## config.mk

```make
export PLATFORM = sky130hd
export DESIGN_NAME = game_sequencer
export DESIGN_NICKNAME = d
export VERILOG_FILES = /design/src/rtl/game_sequencer.sv
export SDC_FILE = /design/constraint.sdc
export NUM_CORES = 1
export LEC_CHECK = 0
export ABC_AREA = 1
export BUFFER_PORTS_ARGS = -buffer_cell sky130_fd_sc_hd__buf_2
export CORE_UTILIZATION = 49
export CTS_BUF_LIST = sky130_fd_sc_hd__clkbuf_4 sky130_fd_sc_hd__clkbuf_8
export CTS_CLUSTER_DIAMETER = 40
export DETAILED_ROUTE_END_ITERATION = 16
export PLACE_DENSITY = 0.71
export SETUP_SLACK_MARGIN = 0.02
export SLEW_MARGIN = 40
export SYNTH_ARGS = -nofsm -noshare
export SYNTH_HDL_FRONTEND = slang
export SYNTH_SLANG_ARGS = --single-unit
```

## constraint.sdc

```tcl
create_clock -name Clk100M -period 6.25 [get_ports Clk100M]
set_input_delay 0.9375 -clock Clk100M [delete_from_list [all_inputs] [get_ports Clk100M]]
set_output_delay 0.9375 -clock Clk100M [all_outputs]
set_load 0.01 [all_outputs]
```

## src/rtl/game_sequencer.sv

```systemverilog
// -----------------------------------------------------------------------------
// game_sequencer
//
// Phase, level, lives and scoring controller for the symbol-counting game.
// Sequences PRELIM -> GAME -> ANSWER -> POST once per level, driven by a 1 Hz
// strobe. It counts the player's up/down presses, judges the answer against
// the symbol generator's count, and decides between next level, retry, WIN
// and LOSE.
//
// Ports:
//   Clk100M     in   system clock
//   reset       in   synchronous, active-high reset
//   tick        in   one-cycle 1 Hz strobe
//   startBtn    in   one-cycle start pulse (honoured in IDLE, WIN, LOSE)
//   userUp      in   one-cycle increment pulse
//   userDown    in   one-cycle decrement pulse
//   magicCount  in   symbol-generator special count, stable from stopGen on
//   phase       out  0 IDLE, 1 PRELIM, 2 GAME, 3 ANSWER, 4 POST, 5 WIN, 6 LOSE
//   secsLeft    out  seconds remaining in a timed phase, 0 otherwise
//   curLevel    out  current level, 0-based
//   livesLeft   out  remaining lives
//   userCount   out  player's running count
//   difference  out  registered |userCount - magicCount|
//   levelPass   out  registered pass verdict, valid in POST
//   startGen    out  one-cycle pulse after entering GAME
//   stopGen     out  one-cycle pulse after leaving GAME
// -----------------------------------------------------------------------------
module game_sequencer #(
  parameter int NUM_LEVELS  = 8,
  parameter int LVL_W       = 4,
  parameter int CNT_W       = 8,
  parameter int PRELIM_SECS = 3,
  parameter int GAME_SECS   = 20,
  parameter int GAME_DEC    = 2,
  parameter int GAME_MIN    = 5,
  parameter int ANSWER_SECS = 5,
  parameter int POST_SECS   = 3,
  parameter int TOL         = 0,
  parameter int LIVES       = 3
) (
  input  logic             Clk100M,
  input  logic             reset,
  input  logic             tick,
  input  logic             startBtn,
  input  logic             userUp,
  input  logic             userDown,
  input  logic [CNT_W-1:0] magicCount,
  output logic [2:0]       phase,
  output logic [7:0]       secsLeft,
  output logic [LVL_W-1:0] curLevel,
  output logic [3:0]       livesLeft,
  output logic [CNT_W-1:0] userCount,
  output logic [CNT_W-1:0] difference,
  output logic             levelPass,
  output logic             startGen,
  output logic             stopGen
);

  typedef enum logic [2:0] {
    IDLE   = 3'd0,
    PRELIM = 3'd1,
    GAME   = 3'd2,
    ANSWER = 3'd3,
    POST   = 3'd4,
    WIN    = 3'd5,
    LOSE   = 3'd6
  } phaseT;

  localparam int LVL_SLOTS = 2 ** LVL_W;

  localparam logic [7:0]       PRELIM_DUR = 8'(PRELIM_SECS);
  localparam logic [7:0]       ANSWER_DUR = 8'(ANSWER_SECS);
  localparam logic [7:0]       POST_DUR   = 8'(POST_SECS);
  localparam logic [3:0]       LIVES_INIT = 4'(LIVES);
  localparam logic [LVL_W-1:0] LAST_LEVEL = LVL_W'(NUM_LEVELS - 1);
  localparam logic [LVL_W-1:0] LVL_ONE    = LVL_W'(1);
  localparam logic [CNT_W-1:0] CNT_ONE    = CNT_W'(1);
  localparam logic [CNT_W-1:0] CNT_MAX    = {CNT_W{1'b1}};
  localparam logic [31:0]      TOL_U      = 32'(TOL);

  // State registers
  phaseT            phaseReg, phaseNext;
  logic [7:0]       secsReg, secsNext;
  logic [LVL_W-1:0] levelReg, levelNext;
  logic [3:0]       livesReg, livesNext;
  logic [CNT_W-1:0] countReg, countNext;
  logic [CNT_W-1:0] diffReg, diffNext;
  logic             passReg, passNext;
  logic             startGenReg, startGenNext;
  logic             stopGenReg, stopGenNext;

  // Combinational helpers
  logic             lastTick;
  logic             enterPrelim;
  logic [CNT_W-1:0] diffCalc;
  logic [31:0]      diffWide;

  // GAME duration per level, resolved at elaboration. The subtraction is only
  // taken when it cannot drop below the floor, so it never underflows. The
  // table covers every encodable level so indexing by levelReg is always legal.
  logic [7:0] gameDurTable [LVL_SLOTS];

  genvar gi;
  generate
    for (gi = 0; gi < LVL_SLOTS; gi++) begin : gGameDur
      localparam int CUT = gi * GAME_DEC;
      localparam int DUR = (GAME_SECS >= CUT + GAME_MIN) ? (GAME_SECS - CUT) : GAME_MIN;
      assign gameDurTable[gi] = 8'(DUR);
    end
  endgenerate

  // ---------------------------------------------------------------------------
  // State register
  // ---------------------------------------------------------------------------
  always_ff @(posedge Clk100M) begin
    if (reset) begin
      phaseReg    <= IDLE;
      secsReg     <= 8'd0;
      levelReg    <= '0;
      livesReg    <= LIVES_INIT;
      countReg    <= '0;
      diffReg     <= '0;
      passReg     <= 1'b0;
      startGenReg <= 1'b0;
      stopGenReg  <= 1'b0;
    end else begin
      phaseReg    <= phaseNext;
      secsReg     <= secsNext;
      levelReg    <= levelNext;
      livesReg    <= livesNext;
      countReg    <= countNext;
      diffReg     <= diffNext;
      passReg     <= passNext;
      startGenReg <= startGenNext;
      stopGenReg  <= stopGenNext;
    end
  end

  // ---------------------------------------------------------------------------
  // Next-state logic
  // ---------------------------------------------------------------------------
  always_comb begin
    phaseNext    = phaseReg;
    secsNext     = secsReg;
    levelNext    = levelReg;
    livesNext    = livesReg;
    countNext    = countReg;
    diffNext     = diffReg;
    passNext     = passReg;
    startGenNext = 1'b0;
    stopGenNext  = 1'b0;
    enterPrelim  = 1'b0;

    // The phase ends on the tick that would take secsLeft from 1 to 0.
    lastTick = tick && (secsReg == 8'd1);

    // The player's count moves only while the game or answer window is open.
    // Opposing presses in the same cycle cancel.
    if ((phaseReg == GAME) || (phaseReg == ANSWER)) begin
      if (userUp && !userDown && (countReg != CNT_MAX)) begin
        countNext = countReg + CNT_ONE;
      end else if (userDown && !userUp && (countReg != '0)) begin
        countNext = countReg - CNT_ONE;
      end
    end

    // Judge against the count as it will be after this edge, so a press that
    // lands on the final ANSWER tick still counts.
    diffCalc = (countNext >= magicCount) ? (countNext - magicCount)
                                         : (magicCount - countNext);
    diffWide = 32'(diffCalc);

    case (phaseReg)
      IDLE: begin
        // A start in the same cycle as a tick begins PRELIM with a full count.
        if (startBtn) begin
          enterPrelim = 1'b1;
        end
      end

      WIN, LOSE: begin
        if (startBtn) begin
          enterPrelim = 1'b1;
          levelNext   = '0;
          livesNext   = LIVES_INIT;
        end
      end

      PRELIM: begin
        if (lastTick) begin
          phaseNext    = GAME;
          secsNext     = gameDurTable[levelReg];
          startGenNext = 1'b1;
        end else if (tick) begin
          secsNext = secsReg - 8'd1;
        end
      end

      GAME: begin
        if (lastTick) begin
          phaseNext   = ANSWER;
          secsNext    = ANSWER_DUR;
          stopGenNext = 1'b1;
        end else if (tick) begin
          secsNext = secsReg - 8'd1;
        end
      end

      ANSWER: begin
        if (lastTick) begin
          phaseNext = POST;
          secsNext  = POST_DUR;
          diffNext  = diffCalc;
          passNext  = (diffWide <= TOL_U);
        end else if (tick) begin
          secsNext = secsReg - 8'd1;
        end
      end

      POST: begin
        if (lastTick) begin
          if (passReg) begin
            if (levelReg == LAST_LEVEL) begin
              phaseNext = WIN;
              secsNext  = 8'd0;
            end else begin
              levelNext   = levelReg + LVL_ONE;
              enterPrelim = 1'b1;
            end
          end else begin
            livesNext = livesReg - 4'd1;
            if (livesReg == 4'd1) begin
              phaseNext = LOSE;
              secsNext  = 8'd0;
            end else begin
              enterPrelim = 1'b1;
            end
          end
        end else if (tick) begin
          secsNext = secsReg - 8'd1;
        end
      end

      default: begin
        // Unused encoding: recover to IDLE.
        phaseNext = IDLE;
        secsNext  = 8'd0;
      end
    endcase

    // Every PRELIM entry starts the level from a clean score.
    if (enterPrelim) begin
      phaseNext = PRELIM;
      secsNext  = PRELIM_DUR;
      countNext = '0;
      diffNext  = '0;
      passNext  = 1'b0;
    end
  end

  // ---------------------------------------------------------------------------
  // Outputs: all registered, no decode beyond a direct map.
  // ---------------------------------------------------------------------------
  always_comb begin
    phase      = phaseReg;
    secsLeft   = secsReg;
    curLevel   = levelReg;
    livesLeft  = livesReg;
    userCount  = countReg;
    difference = diffReg;
    levelPass  = passReg;
    startGen   = startGenReg;
    stopGen    = stopGenReg;
  end

endmodule

```

== Yosys cells after proc, flatten, opt, wreduce, memory -nomap -nowiden ==
Memories as Yosys holds them, arrays and structs flattened.
Index checks and enable logic that the tools add are counted.
Operators by class
  magnitude comparators: 3
  reductions and logical operators: 23
  bitwise logic cells: 4
  $add $sub $neg: 7
  mux-type cells: 41
  equal/unequal tests: 31
Operator list (count)
  $mux W8: 14
  $pmux W8 S5: 1
  $mux W4: 7
  $mux W3: 7
  $ne A3 B3 Y1 const B: 6
  $ne A2 B2 Y1 const B: 8
  $ne A4 B4 Y1 const B: 4
  $pmux W4 S2: 2
  $sub A8 B1 Y8 const B: 2
  $sub A8 B8 Y8: 2
  $pmux W3 S5: 1
  $reduce_and A7 Y1: 2
  $ne A5 B5 Y1 const B: 2
  $eq A3 B3 Y1 const B: 3
  $add A8 B1 Y8 const B: 1
  $eq A8 B1 Y1 const B: 1
  $ge A8 B8 Y1: 1
  $le A8 B1 Y1 const B: 1
  $ne A8 B8 Y1 const B: 1
  $reduce_bool A8 Y1: 1
  $reduce_or A2 Y1: 4
  $mux W1: 7
  $eq A3 B2 Y1 const B: 2
  $reduce_and A3 Y1: 2
  other kinds (20): 27
Word-level totals
  memories: 1
  register bits: 38
  bits in read-only memories: 128
  bits of input ports: 14
  logic and storage cells: 121
  output and inout bits: 38
Memories
  (name not given): words 16, width 8, rd ports 1, clocked after memory_dff 0, wr ports 0, RTL line 192  | secsNext = gameDurTable[levelReg];

== Depth between registers and ports, before layout ==
Gate-level depths: netlist (run 1).
  depth after elaboration: 9
  gate-level depth with buffers: 27
  depth with buffers taken out: 26

== Worst setup path before layout (run 1) ==
Ideal clock, no wire load.
  kind: input port to flip-flop
  start point: in userUp
  end point: reg passReg (netlist: levelPass)
  cell stages on the path: 21
  slack: 3.020 ns
  setup time: 0.112 ns
  buffers on the path: 1
  data required time: 6.138 ns
  data arrival time: 3.117 ns
  path through: inv_1 > nor2_1 > nand2_1 > buf_6 > o21ai_0 > inv_1 > nand3_1 > nand2_1 > nand2_1 > inv_1 > ha_1 > nand2_1 > inv_1 > a21oi_1 > nand3_1 > o21ai_0 > nor2_1 > nand2_1 > nor2_1 > nor2_1 > nor2_2
Between the ends
  longest elaborated chain between the ends: 9
  elaborated cells between the ends (all ways): 13
  classes of those cells: 2 x add/sub; 2 x order compare; 4 x mux; 5 x reduce/logical
RTL lines
  start: declaration: RTL line 45  | input logic userUp,
  $logic_not A1 Y1: RTL line 162  | end else if (userDown && !userUp && (countReg != '0)) begin
  $logic_and A1 B1 Y1 (2 in series): RTL line 162
  $mux W8: RTL line 162
  $mux W8 (*): RTL line 160  | if (userUp && !userDown && (countReg != CNT_MAX)) begin
  $mux W8 (*): RTL line 159  | if ((phaseReg == GAME) || (phaseReg == ANSWER)) begin
  $sub A8 B8 Y8 (tied with other cells): RTL line 170  | : (magicCount - countNext);
  $mux W8 (*): RTL line 169  | diffCalc = (countNext >= magicCount) ? (countNext - magicCount)
  $le A8 B1 Y1 (*): RTL line 214  | passNext = (diffWide <= TOL_U);
  end signal: assignment: RTL line 133  | passReg <= passNext;
  end: declaration: RTL line 88  | logic passReg, passNext;
Mark *: on every way between the ends. The rest lies on a longest branch, timed or not.
A chain may end at the register's enable or synchronous reset.

== Worst setup path after layout (run 1) ==
  start point: reg countReg[0] (netlist: userCount[0])
  end point: reg passReg (netlist: levelPass)
Between the ends
  longest elaborated chain between the ends: 8
  elaborated cells between the ends (all ways): 14
  classes of those cells: 4 x add/sub; 2 x order compare; 1 x eq/ne; 4 x mux; 3 x reduce/logical
RTL lines
  start: declaration: RTL line 86  | logic [CNT_W-1:0] countReg, countNext;
  start signal: assignment: RTL line 131  | countReg <= countNext;
  branches (longest 4 deep; another with $sub A8 B1 Y8)
  $mux W8 (*): RTL line 159
  $sub A8 B8 Y8 (tied with other cells): RTL line 170
  $mux W8 (*): RTL line 169
  $le A8 B1 Y1 (*): RTL line 214
Every way passes the cells marked *.

==> results of run 1 <==
[per-layer routing]
layer / vias up / GRT usage, %
li1: 1709 / -
met1: 1453 / 30.9
met2: 70 / 35.7
met3: 5 / 4.17
met4: 0 / 5.17
met5: - / 0
[power by group]
group / switching, mW / internal (mW)
Combinational: 0.0875 / 0.0446
Sequential: 0.00642 / 0.247
Clock: 0.0903 / 0.0750
[through the flow]
stage / power, mW / util (%)
after floorplan: 0.359 / -
final: 0.551 / 56.6
after global routing: 0.584 / 56.6
after detailed placement: 0.390 / 55.4
after global placement: 0.388 / 55.4
after CTS: 0.556 / 56.6
[sequential cells by signal, summed over array words and instances, names as in the netlist, 3 cells and up]
| signal | count |
|---|---|
| phase | 3 |
| userCount | 8 |
| secsLeft | 8 |
| difference | 8 |
| livesLeft | 4 |
| curLevel | 4 |
[Yosys cell counts (all sizes together)]
master   number  area, sq um
or2           2         12.5
nor3         10         61.3
nand3        35          180
nand3b        1         7.51
xnor2         3         26.3
o2111ai       4         35.0
o211ai        4         30.0
o21bai        1         7.51
dfxtp        38          761
ha           24          300
buf           6         50.0
nand2       148          576
nor3b         3         27.5
o22ai         1         6.26
clkinv        2         7.51
xor2         11         96.3
fa            2         40.0
o2111a        1         11.3
o21ai        24          128
inv          94          355
nor4          1         6.26
a31oi         1         6.26
nor2         50          230
clkbuf        1         5.00
a211oi        2         15.0
a21oi        23          123
o31ai         1         7.51
nand4        14         87.6
[layout by cell type (no fill, tap or decap), drive strengths merged, types with 5 or more instances in the layout]
cell type	Yosys	final
dfxtp	38	38
ha	24	24
nand4	14	14
clkbuf	1	5
nor2	50	50
xor2	11	11
o21ai	24	24
a21oi	23	23
buf	6	51
inv	94	94
nand2	148	148
nor3	10	10
nand3	35	35
[worst max-delay path: cells and delay by family, from the launching register on]
family,cells,cell delay [ns]
and+or+nand+nor,15,1.75
adders and majority gates,2,0.57
AOI/OAI and AO/OA,2,0.51
DFF,1,0.45
buffers and inverters,2,0.15
[worst max-delay path by stage]
| stage | slack [ns] | end | startpoint | depth (start not counted) |
|---|---|---|---|---|
| floorplan | 3.02 | levelPass | userUp | 21 |
| global placement | 2.61 | levelPass | userDown | 20 |
| CTS | 2.78 | levelPass | userCount[0] | 21 |
| finish | 2.72 | levelPass | userCount[0] | 21 |
| detailed placement | 2.52 | levelPass | userDown | 20 |
| global route | 2.34 | levelPass | userCount[0] | 23 |
[cell type report]
cell class,count,area [sq um],share of cell area (%)
Multi-Input combinational cell,366,2020,56.5
Timing Repair Buffer,51,255,7.14
Clock inverter,2,10.0,0.280
Tap cell,77,96.3,2.70
Inverter,96,363,10.2
Clock buffer,5,68.8,1.93
Sequential cell,38,761,21.3
[cell families after synthesis]
| family | synth area share [%] |
|---|---|
| AOI/OAI and AO/OA | 11.5 |
| xor gates and xnor gates | 3.83 |
| adders and majority gates | 10.6 |
| buffers and inverters | 13.1 |
| DFF | 23.8 |
| and+or+nand+nor | 37.2 |
==> results.yml, run 1 <==
synthesis:
  syn_area_sq_um: 3200
  synthesis.nets: 547
  ys_seq_area_share_pct: 23.8
  avgSynthCellArea_sq_um: 6.31
  synth_cells: 507
  ys_ff_latch: 38
  yosys_warnings: 0
  synthDistinctLibCells: 43
route:
  first_pass_iters: 7
  wl_met2_microns: 3330
  drt_iter0_drc: 128
  routed_wirelength_microns: 7460
  viasPerCell: 5.10
  num_vias: 3237
  dr_wl_met3_microns: 360
  wl_met1_microns: 3710
  wl_per_cell_microns: 11.7
  dr.max_layer_used: "met4"
  ant_nets: 0
  drc: 0
floorplan:
  die_x_microns: 82.8
  die_y_microns: 82.8
  start_util_pct: 50.7
  io_pins: 52
  core_sq_um: 6310
  rows: 29
  dieArea_sq_um: 6860
hold_path:
  holdPathEnd: "difference[3]"
  hold_depth: 2
  hold_path.class: "register to register"
  min_from: "difference[3]"
sta:
  whs_ns: 0.466
  slew_headroom_pct: 57.4
  setup_viol_count_final: 0
  skew_ns: 0.0114
  final.setup.worst_slack_ns: 2.72
  worstMarginPinSlew_ns: 0.634
  clock.fmax_mhz: 283
  final_max_slew_viol_count: 0
  fin_setup_tns_ns: 0
  hold_viol_final: 0
  period_needed_ns: 3.53
  post-route-period-util_pct: 56.6
  rsz0062_at_grt: "no"
cts:
  numCtsBuffers: 5
  tritoncts: "built"
  clkTransAtPathRegs_ns: 0.08
  cts_htree_levels: 2
  cts_sinks: 38
  postCtsSetupBuffers: 0
  cts_resized: 0
  holdBufCountCts: 0
  clock_path_buffers: 2
  cts_root_buf: "clkbuf_8"
  insertion_delay_ns: 0.29
setup_path:
  r2r_end: "levelPass"
  cp.arrival_ns: 3.71
  r2r-start: "userCount[0]"
  critPathRequiredTime_ns: 6.43
  criticalPathCategory: "register to register"
  startpoint_type: "register"
  crit_slowest_cell: "dfxtp_1"
  crit_path_max_incr_delay_ns: 0.45
  crit_fanout: 12
  path_common_cell: "nand2_1"
  r2r_slack_ns: 2.72
  reg2regPathDepth: 21
  cp_cell_sequence: "ha_1 > nand3_1 > nor2_1 > nand3_1 > nand2_1 > nand2_1 > nand2_1 > inv_1 > nand4_1 > nand2_1 > ha_1 > nand2_1 > inv_1 > a21oi_1 > nand3_1 > o21ai_0 > nor2_1 > nand2_1 > nor2_1 > nor2_1 > nor2_2"
  endpoint_kind: "register"
global_route:
  antenna_found_initial: 0
  grt_pass1_vias: 2863
  grt_pass1_wl_microns: 12800
  gr-usage-all-layers_pct: 22.3
  grt_max_degree: 19
  globalRouteOverflowTotal: 0
layout:
  fin_nets: 598
  drive_above_1_share_pct: 15.9
  antenna_cells: 0
  design_area_sq_um: 3570
  fillers: 660
  post_layout_nonfiller_instances: 635
  area_growth_syn_to_layout_pct: 11.7
placed_design:
  dp_hpwl_microns: 6040
  gp_congestion: 0.919
  post-place-ws_ns: 2.52
  io_buffers: 51
  dpl_cell_area_sq_um: 3500
  dp.cells: 628
power_and_ir_drop:
  ir_drop_mv: 0.0842
  p_leak_nw: 1.96
  p_per_area_nw_per_um2: 154
flow_run:
  maxCapViolations: 0
status:
  outcome: "completed"
Power figures use the tool's default switching activity.
==> run 2: changes to the inputs <==
==> constraint.sdc (replaced) <==
create_clock -name Clk100M -period 3.5 [get_ports Clk100M]
set_input_delay 0.525 -clock Clk100M [delete_from_list [all_inputs] [get_ports Clk100M]]
set_output_delay 0.525 -clock Clk100M [all_outputs]
set_load 0.01 [all_outputs]
==> results.yml, run 2 (synthesized netlist as in run 1, its figures left out) <==
status:
  outcome: "completed"
global_route:
  grt_max_degree: 19
  antenna_found_initial: 0
  globalRouteOverflowTotal: 0
  gr-usage-all-layers_pct: 23.1
  grt_pass1_vias: 3061
  grt_pass1_wl_microns: 13400
setup_path:
  critPathRequiredTime_ns: 3.73
  cp_cell_sequence: "buf_4 > inv_1 > ha_1 > nand4_1 > nand3_2 > nand2_1 > nand2_4 > xor2_4 > ha_1 > fa_1 > inv_1 > nand3_1 > nand2_1 > nand2_1 > nand2_1 > nor2_4 > nand2_1 > nand2_1 > nor2_1 > nand2_1 > nor2_1 > nor2_1 > nor2_2"
  r2r-start: "userCount[0]"
  endpoint_kind: "register"
  cp.depth: 23
  cp.arrival_ns: 3.43
  cp_top_family: "simple AND/OR/NAND/NOR gates"
  crit_path_max_incr_delay_ns: 0.40
  criticalPathCategory: "register to register"
  path_common_cell: "nand2_1"
  startpoint: "userCount[0]"
  crit_fanout: 6
  reg2regPathDepth: 23
  startpoint_type: "register"
  cp.buffers_inverters: 3
  crit_slowest_cell: "fa_1"
  r2r_end: "levelPass"
  r2r_slack_ns: 0.29
sta:
  final_max_slew_viol_count: 0
  clock.fmax_mhz: 312
  period_needed_ns: 3.21
  skew_ns: 0.0119
  post-route-period-util_pct: 91.6
  rsz0062_at_grt: "no"
  setup_viol_count_final: 0
  whs_ns: 0.473
  worstMarginPinSlew_ns: 0.495
  slew_headroom_pct: 66.7
  fin_setup_tns_ns: 0
  hold_viol_final: 0
cts:
  insertion_delay_ns: 0.30
  clkTransAtPathRegs_ns: 0.07
  holdBufCountCts: 0
  numCtsBuffers: 5
  cts_htree_levels: 2
  cts_root_buf: "clkbuf_8"
  clock_path_buffers: 2
  postCtsSetupBuffers: 0
  tritoncts: "built"
  cts_sinks: 38
floorplan:
  io_pins: 52
  core_sq_um: 6310
  start_util_pct: 50.7
  die_x_microns: 82.8
  die_y_microns: 82.8
  rows: 29
  dieArea_sq_um: 6860
route:
  routed_wirelength_microns: 7730
  viasPerCell: 5.06
  ant_nets: 0
  drc: 0
  drt_iter0_drc: 168
  wl_per_cell_microns: 12.1
  first_pass_iters: 4
  num_vias: 3243
placed_design:
  dpl_cell_area_sq_um: 3540
  dp_hpwl_microns: 6230
  gp_congestion: 0.889
  io_buffers: 51
power_and_ir_drop:
  p_int_uw: 753
  p_leak_nw: 2.02
  seq_power_share_pct: 41.6
  p_per_area_nw_per_um2: 292
  ir_drop_mv: 0.186
  power_frac_comb_pct: 22.4
  switching_share_pct: 30.6
  switchingPower_uw: 333
  clkPwrFrac_pct: 36.0
layout:
  final_common_cell: "nand2_1"
  area_growth_syn_to_layout_pct: 16.2
  final_cell_mix: "nand2_1, inv_1, buf_2, dfxtp_1, nor2_1"
  seqCellArea_sq_um: 762
  fin_nets: 604
  design_area_sq_um: 3720
  fillers: 661
  antenna_cells: 0
  drive_above_1_share_pct: 18.8
  multi_input_area_sq_um: 2080
flow_run:
  maxCapViolations: 0
hold_path:
  hold_path.class: "register to register"
  min_from: "difference[4]"
  hold_depth: 2
  holdPathEnd: "difference[4]"
## run 2: layer usage
layer | part of all wire [%] | vias up | GRT usage (%) | wire length (microns)
met5 | 0 | - | 0 | 0
met1 | 49 | 1450 | 31.5 | 3810
met3 | 4.1 | 4 | 4.27 | 319
li1 | - | 1717 | - | -
met4 | 0.56 | 0 | 5.33 | 43
met2 | 46 | 72 | 37.8 | 3550
## run 2: power groups by stage
stage / logic, mW / clock network, mW / registers (mW)
2_1_floorplan: 0.177 / 0 / 0.465
4_1_cts: 0.239 / 0.401 / 0.452
6_report: 0.244 / 0.390 / 0.452
5_1_grt: 0.278 / 0.417 / 0.453
3_3_place_gp: 0.234 / 0 / 0.462
3_5_place_dp: 0.238 / 0 / 0.462
## run 2: stage by stage
| stage | util, % | instances | setup slack, ns | power [mW] |
|---|---|---|---|---|
| final | 58.9 | 641 | 0.294 | 1.09 |
| after global routing | 58.9 | 641 | 0.000389 | 1.15 |
| after CTS | 58.0 | 641 | 0.0309 | 1.09 |
| after detailed placement | 56.1 | 634 | 0.0102 | 0.699 |
| after global placement | 56.1 | 634 | 0.166 | 0.696 |
| after floorplan | - | 507 | 0.481 | 0.642 |
## run 2: worst max path at each step
stage	end
2_1_floorplan	levelPass
3_3_place_gp	levelPass
3_5_place_dp	levelPass
4_1_cts	levelPass
5_1_grt	levelPass
6_report	levelPass
## run 2: worst reg2reg max path, cell delays in order, from the launching register on
cell	delay (ns)
dfxtp_1	0.34
buf_4	0.16
inv_1	0.08
ha_1	0.21
nand4_1	0.10
nand3_2	0.11
nand2_1	0.13
nand2_4	0.10
xor2_4	0.19
ha_1	0.22
fa_1	0.40
inv_1	0.10
nand3_1	0.09
nand2_1	0.13
nand2_1	0.09
nand2_1	0.12
nor2_4	0.05
nand2_1	0.08
nand2_1	0.06
nor2_1	0.10
nand2_1	0.06
nor2_1	0.10
nor2_1	0.06
nor2_2	0.07
## run 2: repair_timing
action / 4_1_cts / 5_1_grt
cloned: 0 / 0
resized for setup: 1 / 15
setup endpoints to repair: 1 / 8
## run 2: cell type report
class,count,area share [%]
Clock inverter,1,0.808
Multi-Input combinational cell,366,56.0
Timing Repair Buffer,57,8.08
Sequential cell,38,20.5
Tap cell,77,2.59
Clock buffer,6,2.22
Inverter,96,9.76
==> run 3: changes to the inputs <==
--- a/config.mk
+++ b/config.mk
@@ -6,12 +6,12 @@
 export NUM_CORES = 1
 export LEC_CHECK = 0
 export ABC_AREA = 1
-export BUFFER_PORTS_ARGS = -buffer_cell sky130_fd_sc_hd__buf_2
 export CORE_UTILIZATION = 49
 export CTS_BUF_LIST = sky130_fd_sc_hd__clkbuf_4 sky130_fd_sc_hd__clkbuf_8
 export CTS_CLUSTER_DIAMETER = 40
 export DETAILED_ROUTE_END_ITERATION = 16
-export PLACE_DENSITY = 0.71
+export DONT_BUFFER_PORTS = 1
+export REMOVE_ABC_BUFFERS = 1
 export SETUP_SLACK_MARGIN = 0.02
 export SLEW_MARGIN = 40
 export SYNTH_ARGS = -nofsm -noshare
==> results.yml, run 3 (synthesized netlist as in run 1, its figures left out) <==
setup_path:
  cp.arrival_ns: 3.44
  critPathRequiredTime_ns: 3.74
  cp_cell_sequence: "buf_4 > inv_1 > ha_1 > nand4_1 > nand3_1 > nand2_1 > nand2_2 > xor2_2 > ha_1 > fa_1 > inv_1 > nand3_1 > nand2_1 > nand2_1 > nand2_1 > nor2_4 > nand2_1 > nand2_1 > nor2_1 > nand2_1 > nor2_1 > nor2_1 > nor2_2"
  criticalPathCategory: "register to register"
  startpoint_type: "register"
  crit_slowest_cell: "fa_1"
  endpoint_kind: "register"
  crit_path_max_incr_delay_ns: 0.42
  crit_fanout: 6
  path_common_cell: "nand2_1"
sta:
  slew_headroom_pct: 64.6
  period_needed_ns: 3.21
  final_max_slew_viol_count: 0
  rsz0062_at_grt: "no"
  hold_viol_final: 0
  clock.fmax_mhz: 312
  setup_viol_count_final: 0
  worstMarginPinSlew_ns: 0.527
  skew_ns: 0.00424
  post-route-period-util_pct: 91.7
  fin_setup_tns_ns: 0
layout:
  fin_nets: 561
  seqCellArea_sq_um: 762
  drive_above_1_share_pct: 12.5
  area_growth_syn_to_layout_pct: 9.58
  antenna_cells: 0
  final_common_cell: "nand2_1"
  final_cell_mix: "nand2_1, inv_1, dfxtp_1, nor2_1, nand3_1"
  fillers: 661
  multi_input_area_sq_um: 2080
cts:
  clkTransAtPathRegs_ns: 0.08
  postCtsSetupBuffers: 0
  numCtsBuffers: 5
  cts_sinks: 38
  insertion_delay_ns: 0.30
  tritoncts: "built"
  cts_htree_levels: 2
  clock_path_buffers: 2
  cts_root_buf: "clkbuf_8"
floorplan:
  die_x_microns: 82.8
  core_sq_um: 6310
  rows: 29
  start_util_pct: 50.7
  die_y_microns: 82.8
  io_pins: 52
  dieArea_sq_um: 6860
route:
  routed_wirelength_microns: 7750
  drc: 0
  first_pass_iters: 4
  drt_iter0_drc: 142
  wl_per_cell_microns: 12.9
  num_vias: 3083
  ant_nets: 0
  viasPerCell: 5.15
placed_design:
  gp_congestion: 0.895
  dp_hpwl_microns: 6290
  io_buffers: 0
power_and_ir_drop:
  fin_total_pwr_mw: 1.01
  p_leak_nw: 1.79
  p_per_area_nw_per_um2: 288
  ir_drop_mv: 0.172
global_route:
  grt_max_degree: 19
  grt_pass1_vias: 2921
  globalRouteOverflowTotal: 0
  grt_pass1_wl_microns: 13300
  gr-usage-all-layers_pct: 23.3
  antenna_found_initial: 0
hold_path:
  hold_path.class: "input pin to register"
flow_run:
  maxCapViolations: 0
status:
  outcome: "completed"
## run 3: worst max-delay path: cells and delay by family, from the launching register on
| family | cells | cell delay, ns |
|---|---|---|
| AND/OR/NAND/NOR | 16 | 1.45 |
| adder cells (fa/ha/maj) | 3 | 0.85 |
| flip-flops | 1 | 0.35 |
| buffers and inverters | 3 | 0.31 |
| XOR/XNOR | 1 | 0.19 |
## run 3: layout make-up
cell class | instances | share of cell area, %
Sequential cell | 38 | 21.7
Timing Repair Buffer | 14 | 3.00
Tap cell | 77 | 2.75
Clock inverter | 2 | 0.357
Multi-Input combinational cell | 366 | 59.5
Clock buffer | 6 | 2.36
Inverter | 96 | 10.3
## run 3: timing repair
item,CTS,global route
resized for setup,1,16
hold buffers,0,0
endpoints found under the setup margin,1,8
## run 3: worst paths after layout
check | to | depth (start not counted) | from | slack, ns
worst min-delay path | secsLeft[1] | 1 | reset | 0.29
worst max-delay path | levelPass | 23 | userCount[0] | 0.29
worst min register to register | difference[2] | 2 | difference[2] | 0.51
worst max register to register | levelPass | 23 | userCount[0] | 0.29
## run 3: metrics by stage
step	hold WS (ns)	instance area [sq um]	setup slack, ns	utilization (%)	std cells
floorplan	0.490	3140	0.413	-	500
global placement	0.505	3350	0.190	53.0	591
detailed placement	0.503	3350	0.0202	53.0	591
CTS	0.283	3440	0.0355	54.5	599
global route	0.277	3510	0.0282	55.5	599
finish	0.288	3510	0.291	55.5	599
## run 3: where the power goes
part | internal [mW] | switching [mW]
Combinational | 0.0772 | 0.147
Sequential | 0.441 | 0.0172
Clock | 0.159 | 0.169
## run 3: metal layers
metal	track usage, %	vias to the layer above	routed length [microns]
met2	37.6	66	3360
met3	5.07	8	376
met5	0	-	0
met1	30.9	1378	3910
li1	-	1631	-
met4	7.84	0	102
